<file path="config.mk">
export PLATFORM = sky130hd
export DESIGN_NAME = mu0_phase_sequencer
export DESIGN_NICKNAME = d
export VERILOG_FILES = /design/src/rtl/mu0_phase_sequencer.sv
export SDC_FILE = /design/constraint.sdc
export NUM_CORES = 1
export LEC_CHECK = 0
export BUFFER_PORTS_ARGS = -buffer_cell sky130_fd_sc_hd__clkbuf_2
export CORE_MARGIN = 5
export CORE_UTILIZATION = 50
export CTS_BUF_LIST = sky130_fd_sc_hd__clkbuf_8
export DETAILED_ROUTE_END_ITERATION = 7
export PLACE_DENSITY = 0.74
export SLEW_MARGIN = 25
export SYNTH_ARGS = -nofsm -noshare
export SYNTH_HDL_FRONTEND = slang
export SYNTH_SLANG_ARGS = --single-unit
</file>
<file path="constraint.sdc">
create_clock -name clk -period 2.2 [get_ports clk]
set_input_delay 0.11 -clock clk [delete_from_list [all_inputs] [get_ports clk]]
set_output_delay 0.11 -clock clk [all_outputs]
set_load 0.01 [all_outputs]
</file>
<file path="src/rtl/mu0_phase_sequencer.sv">
// MU0 control sequencer: one-hot FETCH/EXEC1/EXEC2 strobes, memory stalls, halt and retire count.
// Optional single-step ports (sstep, step) exist when MU0_SINGLE_STEP_EN is defined.
module mu0_phase_sequencer #(
   parameter int unsigned CNT_W    = 16,
   parameter int unsigned MAX_WAIT = 15
) (
   input  logic             clk,
   input  logic             rst_n,
   input  logic             run,
   input  logic             cont,
   input  logic [3:0]       op,
   input  logic             mem_ready,
`ifdef MU0_SINGLE_STEP_EN
   input  logic             sstep,
   input  logic             step,
`endif
   output logic             fetch,
   output logic             exec1,
   output logic             exec2,
   output logic             stall,
   output logic             halted,
   output logic             illegal,
   output logic             bus_err,
   output logic [CNT_W-1:0] instr_count
);

   typedef enum logic [2:0] {StIdle, StFetch, StExec1, StExec2, StHalt} state_e;

   localparam logic [7:0]       MaxWait = 8'(MAX_WAIT);
   localparam logic [CNT_W-1:0] CntOne  = CNT_W'(1);

   state_e     state_q;
   logic [7:0] wait_q;
   logic       mem_phase;
   logic       ss_mode;
   logic       ss_go;
   state_e     retire_state;

`ifdef MU0_SINGLE_STEP_EN
   assign ss_mode = sstep;
   assign ss_go   = step;
`else
   assign ss_mode = 1'b0;
   assign ss_go   = 1'b0;
`endif

   // LDA/STA/ADD/SUB (op 0..3) access memory in EXEC1
   assign mem_phase = (state_q == StFetch) || ((state_q == StExec1) && (op[3:2] == 2'b00));
   assign stall     = mem_phase && !mem_ready;

   assign fetch  = (state_q == StFetch);
   assign exec1  = (state_q == StExec1);
   assign exec2  = (state_q == StExec2);
   assign halted = (state_q == StHalt);

   assign retire_state = (run && !ss_mode) ? StFetch : StIdle;

   always_ff @(posedge clk or negedge rst_n) begin
      if (!rst_n) begin
         state_q     <= StIdle;
         wait_q      <= 8'd0;
         instr_count <= '0;
         illegal     <= 1'b0;
         bus_err     <= 1'b0;
      end else begin
         wait_q <= 8'd0;
         if (stall) begin
            if (wait_q == MaxWait) begin
               state_q <= StHalt;
               bus_err <= 1'b1;
            end else begin
               wait_q <= wait_q + 8'd1;
            end
         end else begin
            case (state_q)
               StIdle: begin
                  if (ss_mode ? ss_go : run) state_q <= StFetch;
               end
               StFetch: state_q <= StExec1;
               StExec1: begin
                  case (op)
                     4'h0, 4'h2, 4'h3: state_q <= StExec2;
                     4'h7: begin
                        state_q     <= StHalt;
                        instr_count <= instr_count + CntOne;
                     end
                     4'hC, 4'hD, 4'hE, 4'hF: begin
                        state_q <= StHalt;
                        illegal <= 1'b1;
                     end
                     default: begin
                        state_q     <= retire_state;
                        instr_count <= instr_count + CntOne;
                     end
                  endcase
               end
               StExec2: begin
                  state_q     <= retire_state;
                  instr_count <= instr_count + CntOne;
               end
               StHalt: begin
                  if (cont) begin
                     illegal <= 1'b0;
                     bus_err <= 1'b0;
                     state_q <= run ? StFetch : StIdle;
                  end
               end
               default: state_q <= StIdle;
            endcase
         end
      end
   end

endmodule
</file>
==> results by group <==
Outcome
  – Run status: finished, final reports clean

Setup path
  – Category of the most critical setup path: reg2out
  – Setup crit end kind: output pin
  – Element type at the critical path start: flop
  – R2R Path Start: state_q[1]$_DFFE_PN0P_
  – Critical Path Fanout Max: 9
  – Startpoint of the most critical setup path: state_q[1]$_DFFE_PN0P_
  – Endpoint required time on the critical path: 2.09 ns
  – Arrival time of the worst setup path: 1.98 ns

Final layout
  – Proportion of layout cells with a drive suffix above 1: 29.8%
  – Final core area utilization: 62.2%
  – Number of cells in the finished layout apart from fillers: 235
  – Area growth, synth to finish: 20.8%
  – Antenna Cells: 0
  – Final layout net count: 201
  – Most frequent cells in the layout: clkbuf_2 (31), dfrtp_1 (29), xnor2_1 (19)
  – Most common library cell in the layout ignoring fill and taps: clkbuf_2

Placement
  – Number of buffers inserted by port buffering: 31
  – Routability-driven placement congestion ratio: 0.820
  – Post-DP HPWL: 2540 µm
  – Post-Place Cells: 226

CTS
  – CTS tree: yes
  – Clock-pin slew of the registers on the worst-case setup and hold paths: 0.07 ns
  – Clock tree root driver cell: clkbuf_8
  – Level count of the clock H-tree: 2
  – Count of hold buffers inserted by post-cts repair: 1
  – Number of CTS-inserted buffers: 5
  – Number of gates resized after CTS: 0
  – Clock latency on the worst-skew pair: 0.28 ns
  – Maximum buffer depth of the clock tree: 2
  – Post-CTS setup buffers: 0
  – CTS Sinks: 29

Drt
  – Met2 Routed Length: 1750 µm
  – Post-detailed-route via-to-cell ratio: 5.49
  – Post-route met1 wirelength: 1450 µm
  – Iteration count of the initial detailed-routing pass: 4
  – DRT Wirelength: 3480 µm
  – DRC Markers: 0
  – Total vias in the final route: 1289
  – First DRT Iteration DRCs: 131
  – Routed met3 length: 193 µm
  – ANT nets after route: 0
  – DR top layer: met4
  – Routed len/inst: 14.8 µm

Floorplanning
  – Number of placement rows: 20
  – I/O pin count: 32
  – Core Footprint: 0.00303 mm²
  – Overall die area: 0.00434 mm²
  – Vert. Die Dim: 65.9 µm
  – Starting density of the core: 51.5%
  – Die width: 65.9 µm

Timing
  – Worst rel slew slack: 51.2%
  – Slew at the pin closest to its max-slew limit: 0.732 ns
  – Max Transition Viols Final: 0
  – Final Hold Fails: 0
  – Final total negative setup slack: 0 ns
  – Setup repair after global routing missed its margin: no
  – Layout Skew: 0.00966 ns
  – Highest achievable clock rate: 477 MHz
  – Shortest period the worst path allows: 2.09 ns
  – Number of failing setup endpoints in the final timing report: 0
  – Post-route clock period utilization: 95.2%

Global route
  – Overall fraction of global-route tracks in use: 18.6%
  – Maximum number of pins on one net before global-route repair: 30
  – Global-route wire length before repair: 6150 µm
  – Via count of the first global-routing pass: 1338
  – Number of antenna violations at the first check in global routing: 0
  – Leftover overflow at the end of global routing: 0

Worst hold path
  – Hold/Removal Path Class: in2reg
  – Worst Min Path Start: cont

Synth
  – Library cells used by synthesis: 35
  – Cell count after synthesis: 151
  – Average footprint of a synthesized cell: 10.3 µm²
  – Synth Register Bits: 29
  – Post-synthesis sequential area ratio: 46.5%
  – Synthesis Warnings: 0
  – Total nets after synthesis: 162
  – Total standard cell area after synthesis: 0.00156 mm²

Job
  – Max-cap check violation count: 0

Pwr
  – Leakage dissipation: 0.855 nW
  – Overall power: 1.82 mW
  – Largest voltage drop on the vdd net: 0.640 mV
  – Power density relative to cell area: 965 mW/mm²
[Yosys cell counts (all sizes together)]
| cell type | n | area [µm²] |
|---|---|---|
| and2 | 7 | 47.5 |
| ha | 2 | 25.0 |
| a21oi | 6 | 33.8 |
| mux2 | 1 | 11.3 |
| nand3 | 5 | 25.0 |
| nand2b | 1 | 13.8 |
| dfrtp | 29 | 726 |
| o21bai | 1 | 7.51 |
| clkbuf | 2 | 7.51 |
| or2b | 2 | 17.5 |
| xor2 | 2 | 17.5 |
| o2111ai | 3 | 26.3 |
| o2bb2ai | 1 | 15.0 |
| inv | 3 | 11.3 |
| nor4 | 4 | 25.0 |
| nor3 | 5 | 25.0 |
| a2bb2oi | 1 | 8.76 |
| o211ai | 10 | 75.1 |
| buf | 3 | 27.5 |
| nor2 | 13 | 48.8 |
| or4b | 1 | 13.8 |
| o32ai | 1 | 8.76 |
| a31oi | 3 | 18.8 |
| a211oi | 1 | 20.0 |
| xnor2 | 19 | 166 |
| mux2i | 1 | 10.0 |
| and4 | 2 | 17.5 |
| o21ai | 5 | 25.0 |
| nand2 | 12 | 52.6 |
| and3 | 5 | 32.5 |
[worst max-delay path, cell delays in order (launching register included)]
cell,delay (ns)
dfrtp_1,0.54
or4b_4,0.53
a211oi_4,0.42
clkbuf_2,0.21
[area by class of cell]
type / count / area, µm²
timing repair buffer: 37 / 203
clock buffer: 7 / 96.3
sequential: 29 / 726
multi-input combinational: 114 / 788
inverter: 3 / 11.3
clock inverter: 1 / 5.00
fill: 261 / 1140
tap: 44 / 55.1
[routing by layer]
| layer | up-vias | track usage, % |
|---|---|---|
| met2 | 36 | 31.5 |
| li1 | 616 | - |
| met1 | 627 | 21.4 |
| met4 | 0 | 7.77 |
| met3 | 10 | 5.95 |
| met5 | - | 0 |
[metrics by stage]
stage	instance area, µm²	setup slack [ns]	hold slack [ns]
floorplan	1560	0.517	-0.186
global placement	1770	0.455	0.191
detailed placement	1770	0.390	0.206
CTS	1880	0.110	0.153
global route	1880	0.000501	0.158
finish	1880	0.105	0.149
[state kept, by name (all words and copies together) (netlist names)]
register     count
bus_err          1
illegal          1
instr_count     16
state_q          3
wait_q           8
[power breakdown]
| part | switching, mW | internal (mW) | total, mW |
|---|---|---|---|
| Sequential | 0.101 | 0.614 | 0.715 |
| Clock | 0.198 | 0.282 | 0.481 |
| Combinational | 0.366 | 0.257 | 0.623 |
| Total | 0.666 | 1.15 | 1.82 |
[logic make-up (layout without fill, tap and decap cells)]
family	Yosys count	in the layout	synth area share, %
multiplexers	2	2	1.36
flip-flops	29	29	46.5
AND/OR/NAND/NOR	57	57	20.4
buffers and inverters	8	48	2.97
AO/OA/AOI/OAI	32	32	15.3
XOR/XNOR	21	21	11.8
adder cells (fa/ha/maj)	2	2	1.60
[final timing paths]
path                                                    end  slack, ns  cells after the start
worst min-delay path                    bus_err$_DFFE_PN0P_       0.15                      4
worst max register to register       state_q[1]$_DFFE_PN0P_       0.31                      4
worst max-delay path                                  stall       0.11                      3
max in group asynchronous       instr_count[14]$_DFFE_PN0P_       1.31                      2
worst min register to register          wait_q[0]$_DFF_PN0_       0.47                      1
min in group asynchronous               illegal$_DFFE_PN0P_       0.42                      2
(Power assumes the default switching activity.)
